**src/rtl/link_pkg.sv**
```systemverilog
// Shared constants, sender state encoding and beat-slicing helper for the
// VC707 -> DE2115 word link.
package link_pkg;

    localparam int DATA_W = 32;
    localparam int CHAN_W = 6;
    localparam int BEATS  = (DATA_W + CHAN_W - 1) / CHAN_W;
    localparam int WORD_W = BEATS * CHAN_W;

    typedef enum logic [1:0] {
        IDLE   = 2'd0,
        SETUP  = 2'd1,
        STROBE = 2'd2
    } tx_state_t;

    // Returns beat n (LSB-first) of a zero-extended frame word.
    function automatic logic [CHAN_W-1:0] beat_slice(input logic [WORD_W-1:0] word,
                                                     input logic [2:0]        n);
        logic [WORD_W-1:0] shifted_s;
        shifted_s = word >> (32'(n) * CHAN_W);
        return shifted_s[CHAN_W-1:0];
    endfunction

endpackage

```
**src/rtl/link_rx.sv**
```systemverilog
// DE2115-side receiver: collects six channel beats and presents the word.
module link_rx
    import link_pkg::*;
(
    input  logic              clk,
    input  logic              rst,
    input  logic              com_req,
    input  logic              com_clk,
    input  logic [CHAN_W-1:0] com_channel,
    output logic [DATA_W-1:0] data_out,
    output logic              data_rdy_out
);

    logic [BEATS-2:0][CHAN_W-1:0] chunks_r;
    logic [2:0]                   rx_beat_r;
    logic [DATA_W-1:0]            data_out_r;
    logic                         data_rdy_out_r;
    logic                         unused_hi_s;

    // The top bits of the last beat are padding beyond the payload width.
    assign unused_hi_s = ^com_channel[CHAN_W-1:2];

    // Store beats while a frame is active; the last beat completes the word.
    always_ff @(posedge clk) begin
        if (rst) begin
            chunks_r       <= '0;
            rx_beat_r      <= 3'd0;
            data_out_r     <= '0;
            data_rdy_out_r <= 1'b0;
        end else begin
            data_rdy_out_r <= 1'b0;
            if (!com_req) begin
                rx_beat_r <= 3'd0;
            end else if (com_clk) begin
                if (rx_beat_r == 3'(BEATS - 1)) begin
                    data_out_r     <= {com_channel[1:0], chunks_r};
                    data_rdy_out_r <= 1'b1;
                    rx_beat_r      <= 3'd0;
                end else begin
                    chunks_r[rx_beat_r] <= com_channel;
                    rx_beat_r           <= rx_beat_r + 3'd1;
                end
            end else begin
                rx_beat_r <= rx_beat_r;
            end
        end
    end

    assign data_out     = data_out_r;
    assign data_rdy_out = data_rdy_out_r;

endmodule

```
**src/rtl/vc707_de2115_link.sv**
```systemverilog
// VC707-side sender FSM serialising 32-bit words over a 6-bit strobed channel,
// looped into the DE2115-side receiver.
module vc707_de2115_link
    import link_pkg::*;
(
    input  logic              clk,
    input  logic              rst,
    input  logic [DATA_W-1:0] data_in,
    input  logic              data_rdy,
    output logic              rdy_for_data,
    output logic [DATA_W-1:0] data_out,
    output logic              data_rdy_out,
    output logic [CHAN_W-1:0] com_channel,
    output logic              com_clk,
    output logic              com_req
);

    tx_state_t         state_r;
    logic [2:0]        beat_r;
    logic [WORD_W-1:0] word_r;
    logic              rdy_r;
    logic              com_req_r;
    logic              com_clk_r;
    logic [CHAN_W-1:0] com_chan_r;

    // Sender FSM: wire outputs follow the state one cycle later, while
    // rdy_for_data is updated together with the state transition so a new
    // word can be accepted the same edge com_req drops.
    always_ff @(posedge clk) begin
        if (rst) begin
            state_r    <= IDLE;
            beat_r     <= 3'd0;
            word_r     <= '0;
            rdy_r      <= 1'b1;
            com_req_r  <= 1'b0;
            com_clk_r  <= 1'b0;
            com_chan_r <= '0;
        end else begin
            case (state_r)
                IDLE: begin
                    com_req_r  <= 1'b0;
                    com_clk_r  <= 1'b0;
                    com_chan_r <= '0;
                    if (data_rdy && rdy_r) begin
                        word_r  <= {{(WORD_W - DATA_W){1'b0}}, data_in};
                        beat_r  <= 3'd0;
                        rdy_r   <= 1'b0;
                        state_r <= SETUP;
                    end else begin
                        rdy_r   <= 1'b1;
                        state_r <= IDLE;
                    end
                end
                SETUP: begin
                    com_req_r  <= 1'b1;
                    com_clk_r  <= 1'b0;
                    com_chan_r <= beat_slice(word_r, beat_r);
                    state_r    <= STROBE;
                end
                STROBE: begin
                    com_clk_r <= 1'b1;
                    if (beat_r == 3'(BEATS - 1)) begin
                        rdy_r   <= 1'b1;
                        state_r <= IDLE;
                    end else begin
                        beat_r  <= beat_r + 3'd1;
                        state_r <= SETUP;
                    end
                end
                default: begin
                    rdy_r      <= 1'b1;
                    com_req_r  <= 1'b0;
                    com_clk_r  <= 1'b0;
                    com_chan_r <= '0;
                    state_r    <= IDLE;
                end
            endcase
        end
    end

    assign rdy_for_data = rdy_r;
    assign com_req      = com_req_r;
    assign com_clk      = com_clk_r;
    assign com_channel  = com_chan_r;

    link_rx u_rx (
        .clk          (clk),
        .rst          (rst),
        .com_req      (com_req_r),
        .com_clk      (com_clk_r),
        .com_channel  (com_chan_r),
        .data_out     (data_out),
        .data_rdy_out (data_rdy_out)
    );

endmodule

```
**config.mk**
```make
export PLATFORM = sky130hd
export DESIGN_NAME = vc707_de2115_link
export DESIGN_NICKNAME = d
export VERILOG_FILES = /design/src/rtl/link_pkg.sv /design/src/rtl/link_rx.sv /design/src/rtl/vc707_de2115_link.sv
export SDC_FILE = /design/constraint.sdc
export NUM_CORES = 1
export LEC_CHECK = 0
export ABC_AREA = 1
export BUFFER_PORTS_ARGS = -buffer_cell sky130_fd_sc_hd__buf_2
export CAP_MARGIN = 10
export CORE_ASPECT_RATIO = 0.9
export CORE_MARGIN = 2
export CORE_UTILIZATION = 55
export DETAILED_ROUTE_END_ITERATION = 16
export PLACE_DENSITY = 0.85
export SYNTH_ARGS = -nofsm -noshare
export SYNTH_HDL_FRONTEND = slang
export SYNTH_HIERARCHICAL = 1
export SYNTH_SLANG_ARGS = --single-unit
```
**constraint.sdc**
```tcl
create_clock -name clk -period 3.7 [get_ports clk]
set_input_delay 0 -clock clk [delete_from_list [all_inputs] [get_ports clk]]
set_output_delay 0 -clock clk [all_outputs]
set_load 0.05 [all_outputs]
```
==> flow_summary.ini, run 1 <==
[power_and_ir_drop]
comb_power_share_pct = 12.2
p_leak_nw = 2.47
power_density_mw_per_mm2 = 426
power_mw = 2.37
p_switching_mw = 0.655
seq_power_share_pct = 55.0
vdd_drop_max_mv = 0.221
internal_power_mw = 1.71
clockPowerShare_pct = 32.8
switching_share_pct = 27.7

[yosys]
ys.flop_type = dfxtp_1
ys_top_cells_by_area = dfxtp_1 48%, nor2_1 12%, nand2_1 11%
synth_edf_count = 0
synth_top_cell_by_area = dfxtp_1
yosys.cell_count.top_type = nor2_1
netlist.area_leader.share_pct = 47.7
synthTopCellsByCount = 154 x nor2_1, 137 x nand2_1, 112 x dfxtp_1, 57 x nand3_1, 34 x inv_1
syn_area_per_cell_um2 = 7.21
synth_fp_nets = 689
ys_types = 28
ys_async_sr_fraction_pct = 0
seq_area_frac_synth_pct = 47.7
syn-cell-area_mm2 = 0.00470
yosys_warnings = 6
syn_inst = 652
ys_seq_elements = 112

[clock_network]
post_cts_buffers = 0
clk_path_buf_depth = 2
path_clk_slew_ns = 0.11
cts.sinks = 112
cts_resized = 0
cts_made_buffers = 9
cts_root_buf = clkbuf_8
h-tree-depth = 3
cts_tree = done
clock_latency_ns = 0.38

[run]
cap_violations = 0

[detailed_routing]
drt-vias-per-instance = 5.21
postRouteWirelength_um = 10800
routedWlPerCell_um = 12.6
route.detailed.drc = 0
drtIter0Drc = 264
firstDrtPassIters = 5
ant_nets = 0
num_vias = 4461

[critical_path]
cp-start-kind = register
ff2ff_path_depth = 6
arrival_ns = 2.30
required_ns = 4.02
crit_fanout = 43
path_cells = nor2_1 > nand3_2 > clkinv_2 > nor2_1 > nand2_1 > nor2_1
r2r-end = beat_r[2]
critPathMaxStageDelay_ns = 0.56
cp-end-kind = register
critPathKind = reg2reg
reg2reg_slack_ns = 1.72
timing.rr.start = state_r[0]
cpMaxStageDelayCell = nand3_2
crit_top_cell = nor2_1

[grt]
grt_pass1_vias = 4119
grt_busiest_layer = met2
antenna_found_initial = 0
met1_usage_pct = 31.0
use_met2_pct = 41.1
use_met3_pct = 4.42
grt_max_degree = 44
grt-ovfl-total = 0
grt_usage_pct = 24.4
grt_pass1_wl_um = 18300

[sta]
worst_slew_pin_slew_ns = 0.803
fin_crit_ns = 1.98
setup_violations = 0
slew_headroom_pct = 46.4
rsz0062_at_grt = no
fin_crit_sh_pct = 53.5
drv_slew = 0
setup_tns_ns = 0
fin_skew_ns = 0.0134
worst_hold_slack_ns = 0.0323
fmax_mhz = 505
hold_viol_final = 0

[run_status]
status = finished clean

[die]
rows = 31
core-area_mm2 = 0.00818
die_w_um = 101
num_io_pins = 77
chipHeight_um = 91.7
start_util_pct = 57.5
fp.dieArea_mm2 = 0.00931

[layout]
area_growth_pct = 18.0
n_antenna_cell = 0
drive_gt1_share_pct = 15.9
instances_no_fill = 857
fin_nets = 774
design_area_mm2 = 0.00555

[min_path]
whs_endpoint = u_rx/chunks_r[11]
hp-class = in2reg
hold_start = rst
hold_depth = 2

[placement]
dp.cells = 809
place.gp.congestion = 0.866
portBuffers = 76
placed_area_mm2 = 0.00502
place_hpwl_um = 6910
sequential cells by signal, summed over array words and instances (netlist names):
register and flops:
com_clk 1, beat_r 3, u_rx/data_out 32, com_channel 6, state_r 2, u_rx/chunks_r 30, word_r 32, rdy_for_data 1
com_req 1, u_rx/data_rdy_out 1, u_rx/rx_beat_r 3
cells in the final DEF, fill, tap and decap left out, types with 2 or more instances in the layout:
master         instances
nor2_4                 2
dfxtp_1              112
buf_2                 76
nand3b_1              24
nor2_1               153
nand2_1              137
ha_1                   2
inv_1                 34
nand3_1               57
o21ai_0                3
nor2_2                 8
inv_6                  4
inv_2                  8
buf_4                  3
o211ai_1               2
a21oi_1               32
clkbuf_8              10
o21ai_1               32
dlygate4sd3_1         32
kinds of logic after synthesis:
logic type / Yosys count / share of synthesized area [%]
AO/OA/AOI/OAI: 71 / 7.74
adder cells (fa/ha/maj): 2 / 0.532
AND/OR/NAND/NOR: 387 / 35.6
flip-flops: 112 / 47.7
buffers and inverters: 80 / 8.49
worst max-delay path, delay by kind of cell (launching register included):
family / cells / cell delay, ns
and+or+nand+nor: 5 / 1.02
DFF: 1 / 0.41
buffers and inverters: 1 / 0.49
power groups by stage:
stage	clock network (mW)	registers, mW	logic (mW)
finish	0.776	1.30	0.288
global route	0.837	1.31	0.322
CTS	0.788	1.30	0.282
detailed placement	0	1.33	0.255
global placement	0	1.33	0.244
floorplan	0	1.33	0.198
metrics by stage:
stage | utilization, % | worst slack [ns]
2_1_floorplan | - | 1.97
3_3_place_gp | 61.3 | 1.87
3_5_place_dp | 61.3 | 1.73
4_1_cts | 67.8 | 1.72
5_1_grt | 67.8 | 1.51
6_report | 67.8 | 1.72
timing repair:
item	in CTS	in global routing
setup endpoints to repair	0	0
hold buffers	32	0
hold endpoints to repair	32	0
layer usage:
metal / share of wire (%) / up-vias
met5: 0 / -
met4: 1.9 / 0
met3: 6.0 / 21
met2: 48 / 169
met1: 44 / 2041
li1: - / 2230
how the worst max path moves through the flow:
| stage | from | end | cells past startpoint |
|---|---|---|---|
| floorplan | com_req | u_rx/data_out[24] | 8 |
| global placement | state_r[0] | beat_r[2] | 6 |
| detailed placement | state_r[0] | beat_r[2] | 6 |
| CTS | state_r[0] | beat_r[2] | 6 |
| global route | state_r[0] | beat_r[2] | 6 |
| finish | state_r[0] | beat_r[2] | 6 |
final cells by class:
class / count / area [um^2]
clock buffer: 10 / 138
clock inverter: 6 / 73.8
fill: 676 / 2640
inverter: 43 / 163
multi-input combinational: 460 / 2060
sequential: 112 / 2240
tap: 115 / 144
timing repair buffer: 111 / 723
Note: power is estimated with default switching activity, not from simulation.
==> run 2: changes to the inputs <==
- ABC_AREA: 1 -> 0
- CORE_UTILIZATION: 55 -> 50
- PLACE_DENSITY: 0.85 -> 0.82
- clock period: 3.7 -> 1.6 ns (I/O delays scaled with it)
==> run 2 against run 1 <==
Count of clock-buffer cells in the layout unchanged; routed wire length decreased by 3.3%; critical path depth is 2 lower; critical path type unchanged; critical endpoint is now com_channel[4]; highest routed layer unchanged.
==> flow_summary.ini, run 2 <==
[run_status]
status = finished clean

[yosys]
syn_inst = 468
synth_top_cell_by_area = dfxtp_1
synth_edf_count = 0
synth_compound_area_share_pct = 13.1
synthAdderAreaFrac_pct = 0.561
ys_types = 38
synthMuxAreaShare_pct = 10.4
netlist.area_leader.share_pct = 50.3
yosys_warnings = 6
synth_top_family_by_area = simple AND/OR/NAND/NOR gates
syn_area_per_cell_um2 = 9.53
seq_area_frac_synth_pct = 50.3
ys.flop_type = dfxtp_1
synthSimpleGateAreaFrac_pct = 21.1
ys_seq_elements = 112
ys_async_sr_fraction_pct = 0
synthTopCellsByCount = 112 x dfxtp_1, 67 x nand2_1, 39 x nand2b_1, 35 x a21oi_1, 35 x o21ai_0
synth_fp_nets = 505
ys_top_cells_by_area = dfxtp_1 50%, mux2i_1 7.4%, nand2_1 5.6%
yosys.cell_count.top_type = dfxtp_1
synth_xor_area_share_pct = 0.393
syn-cell-area_mm2 = 0.00446

[sta]
drv_slew = 0
setup_tns_ns = 0
hold_viol_final = 0
fin_crit_sh_pct = 92.9
slew_headroom_pct = 71.5
rsz0062_at_grt = no
fin_skew_ns = 0.00986
fmax_mhz = 673
setup_violations = 0
worst_slew_pin_slew_ns = 0.427
worst_hold_slack_ns = 0.228
fin_crit_ns = 1.49

[clock_network]
h-tree-depth = 3
cts_tree = done
path_clk_slew_ns = 0.11
cts_resized = 0
cts.sinks = 112
post_cts_buffers = 0
clock_latency_ns = 0.37
cts_made_buffers = 9
clk_path_buf_depth = 2
cts_root_buf = clkbuf_8

[grt]
antenna_found_initial = 0
grt-ovfl-total = 0
grt_max_degree = 39
grt_pass1_vias = 3637
grt_usage_pct = 22.5
grt_pass1_wl_um = 17300

[detailed_routing]
route.detailed.drc = 0
num_vias = 3671
drt-vias-per-instance = 5.29
firstDrtPassIters = 6
ant_nets = 0
postRouteWirelength_um = 10400
drtIter0Drc = 283
routedWlPerCell_um = 15.0

[critical_path]
cpMaxStageDelayCell = mux4_2
r2r-end = com_channel[4]
arrival_ns = 1.76
timing.rr.start = beat_r[0]
ff2ff_path_depth = 4
cp-start-kind = register
worstSetupEndpoint = com_channel[4]
critPathMaxStageDelay_ns = 0.50
cp.depth = 4
cp-end-kind = register
required_ns = 1.87
crit_fanout = 12
crit_family = multiplexers
cp-startpoint = beat_r[0]
reg2reg_slack_ns = 0.11
cp_num_buf_inv = 2
path_cells = buf_12 > mux4_2 > a222oi_1 > inv_1
critPathKind = reg2reg

[placement]
placed_area_mm2 = 0.00498
place.gp.congestion = 0.870
portBuffers = 76
place_hpwl_um = 6850

[layout]
final_cell_mix = 110 x dfxtp_1, 76 x buf_2, 67 x nand2_1, 39 x nand2b_1
area_growth_pct = 23.0
drive_gt1_share_pct = 21.6
fin_nets = 607
design_area_mm2 = 0.00549
n_antenna_cell = 0
final_common_cell = dfxtp_1
fin_util_pct = 63.7

[min_path]
hp-class = in2reg
hold_depth = 4

[power_and_ir_drop]
power_density_mw_per_mm2 = 898
power_mw = 4.93
vdd_drop_max_mv = 0.544
p_leak_nw = 2.21
p_switching_mw = 1.25
clockPowerShare_pct = 31.4
internal_power_mw = 3.68
comb_power_share_pct = 9.4
seq_power_share_pct = 59.2
switching_share_pct = 25.4

[die]
start_util_pct = 51.8
num_io_pins = 77
core-area_mm2 = 0.00861
die_w_um = 104
chipHeight_um = 93.6
rows = 32
fp.dieArea_mm2 = 0.00969

[run]
cap_violations = 0
-- run 2: worst reg2reg max path, stage by stage, from the launching register on --
cell and delay (ns):
dfxtp_1 0.38, buf_12 0.16, mux4_2 0.50, a222oi_1 0.28, inv_1 0.07
-- run 2: power by group through the flow --
stage	Clock [mW]	Combinational, mW	Sequential (mW)
after floorplan	0	0.245	2.98
after global placement	0	0.380	2.98
after detailed placement	0	0.393	2.98
after CTS	1.57	0.455	2.92
after global routing	1.71	0.504	2.93
final	1.55	0.464	2.92
-- run 2: metrics by stage --
| stage | cells | setup slack (ns) |
|---|---|---|
| 3_3_place_gp | 645 | 0.185 |
| 5_1_grt | 694 | 0.0440 |
| 6_report | 694 | 0.114 |
| 2_1_floorplan | 468 | 0.125 |
| 3_5_place_dp | 645 | 0.117 |
| 4_1_cts | 694 | 0.134 |
-- run 2: timing repair --
action | 4_1_cts | 5_1_grt
endpoints found under the hold margin | 33 | 0
setup endpoints to repair | 0 | 0
hold buffers | 33 | 0
-- run 2: how the worst min path moves through the flow --
stage                      startpoint            to  slack [ns]
after floorplan                   rst    state_r[1]        0.09
final                        data_rdy  rdy_for_data        0.23
after detailed placement  data_in[21]    word_r[21]        0.25
after CTS                    data_rdy    word_r[21]        0.22
after global placement    data_in[14]    word_r[14]        0.24
after global routing         data_rdy  rdy_for_data        0.22
-- run 2: final cells by class --
| type | instances | area, um^2 |
|---|---|---|
| clock buffers | 10 | 128 |
| clock inverters | 6 | 51.3 |
| fillers | 675 | 3120 |
| inverters | 5 | 18.8 |
| multi-input cells | 320 | 2050 |
| flip-flops and latches | 112 | 2240 |
| well taps | 119 | 149 |
| repair buffers | 122 | 846 |
-- run 2: cells by family after synthesis --
family | after synthesis
AND/OR/NAND/NOR | 168
flip-flops | 112
AO/OA/AOI/OAI | 109
multiplexers | 39
buffers and inverters | 36
XOR/XNOR | 2
adder cells (fa/ha/maj) | 2
-- run 2: layer usage --
metal,vias to the layer above,part of all wire (%),GRT usage (%)
met2,118,50,38.2
met4,0,1.1,6.98
li1,1795,-,-
met5,-,0,0
met1,1745,43,27.5
met3,13,5.9,7.04
==> run 3: changes to the inputs <==
- PLACE_DENSITY: 0.82 -> 0.74
==> run 3 against run 2 <==
Non-clock buffer count shrank 2; critical endpoint is now word_r[13]; power grew 8.8%; cell area grew 1.0%; sequential share of layout area shrank 0.42 points; via count shrank 2.8%; clock skew is essentially flat; utilization grew 0.67 points.
==> flow_summary.ini, run 3 (synthesis results as in run 2) <==
[sta]
hold_viol_final = 0
drv_slew = 0
fmax_mhz = 688
worst_hold_slack_ns = 0.0426
fin_crit_sh_pct = 90.9
rsz0062_at_grt = no
worst_slew_pin_slew_ns = 0.452
fin_skew_ns = 0.0103
slew_headroom_pct = 69.8
fin_crit_ns = 1.45
setup_violations = 0
setup_slack_ns = 0.146
setup_tns_ns = 0

[detailed_routing]
firstDrtPassIters = 5
drtIter0Drc = 150
postRouteWirelength_um = 9910
ant_nets = 0
route.detailed.drc = 0
routedWlPerCell_um = 14.3
drt-vias-per-instance = 5.17
num_vias = 3570

[clock_network]
cts_made_buffers = 9
clock_latency_ns = 0.36
path_clk_slew_ns = 0.11
cts_root_buf = clkbuf_8
cts_resized = 0
h-tree-depth = 3
cts.sinks = 112
post_cts_buffers = 0
clk_path_buf_depth = 2
cts_tree = done
cts_hold_buf = 32

[critical_path]
crit_fanout = 29
required_ns = 1.89
critPathKind = reg2reg
ff2ff_path_depth = 4
cp-start-kind = register
cp-end-kind = register
arrival_ns = 1.74

[die]
num_io_pins = 77
fp.dieArea_mm2 = 0.00969
core-area_mm2 = 0.00861
rows = 32
die_w_um = 104
chipHeight_um = 93.6
start_util_pct = 51.8

[grt]
grt_usage_pct = 20.8
use_met2_pct = 37.0
grt-ovfl-total = 0
use_met3_pct = 4.53
grt_pass1_vias = 3385
grt_pass1_wl_um = 16100
grt_busiest_layer = met2
antenna_found_initial = 0
met1_usage_pct = 25.8
grt_max_degree = 49

[layout]
area_growth_pct = 24.3
n_antenna_cell = 0
final_common_cell = dfxtp_1
fin_nets = 605
fin_util_pct = 64.4
final_cell_mix = 110 x dfxtp_1, 76 x buf_2, 67 x nand2_1, 39 x nand2b_1
drive_gt1_share_pct = 21.5

[placement]
place.gp.congestion = 0.818
portBuffers = 76
dp_slack_ns = 0.144
place_hpwl_um = 6560

[run_status]
status = finished clean

[run]
cap_violations = 0

[power_and_ir_drop]
p_leak_nw = 2.23
power_density_mw_per_mm2 = 967
vdd_drop_max_mv = 0.567

[min_path]
hold_depth = 3
hp-class = in2reg
-- run 3: through the flow --
| step | power [mW] | instance area (um^2) | std cells |
|---|---|---|---|
| 3_5_place_dp | 3.38 | 4980 | 644 |
| 4_1_cts | 5.39 | 5540 | 691 |
| 2_1_floorplan | 3.23 | 4460 | 468 |
| 3_3_place_gp | 3.36 | 4980 | 644 |
| 5_1_grt | 5.53 | 5540 | 691 |
| 6_report | 5.36 | 5540 | 691 |
-- run 3: worst paths after layout --
path | startpoint | endpoint | slack (ns)
setup reg to reg | state_r[1] | word_r[13] | 0.15
hold / removal | rst | state_r[1] | 0.04
hold reg to reg | word_r[20] | word_r[20] | 0.46
setup / recovery | state_r[1] | word_r[13] | 0.15
-- run 3: final cells by class --
type	instances	area [um^2]
clock buffers	9	124
inverters	5	18.8
well taps	119	149
multi-input cells	320	2050
flip-flops and latches	112	2240
repair buffers	120	841
clock inverters	6	118
fillers	715	3070
-- run 3: per-layer routing --
layer  routed length (um)  vias to the layer above
met4                   68                        0
met5                    0                        -
met3                  395                        6
met2                 4910                       75
li1                     -                     1788
met1                 4540                     1701
-- run 3: power breakdown --
group / switching, mW / internal [mW] / total [mW] / leakage, nW
combinational: 0.235 / 0.225 / 0.460 / 1.20
clock: 0.943 / 1.05 / 1.99 / 0.117
sequential: 0.0527 / 2.86 / 2.91 / 0.908
total: 1.23 / 4.13 / 5.36 / 2.23
-- run 3: worst max-delay path, cell delays in order, from the launching register on --
cell and delay [ns]:
dfxtp_1 0.50, nand4bb_1 0.40, buf_12 0.22, nand2_1 0.08
a21oi_1 0.17
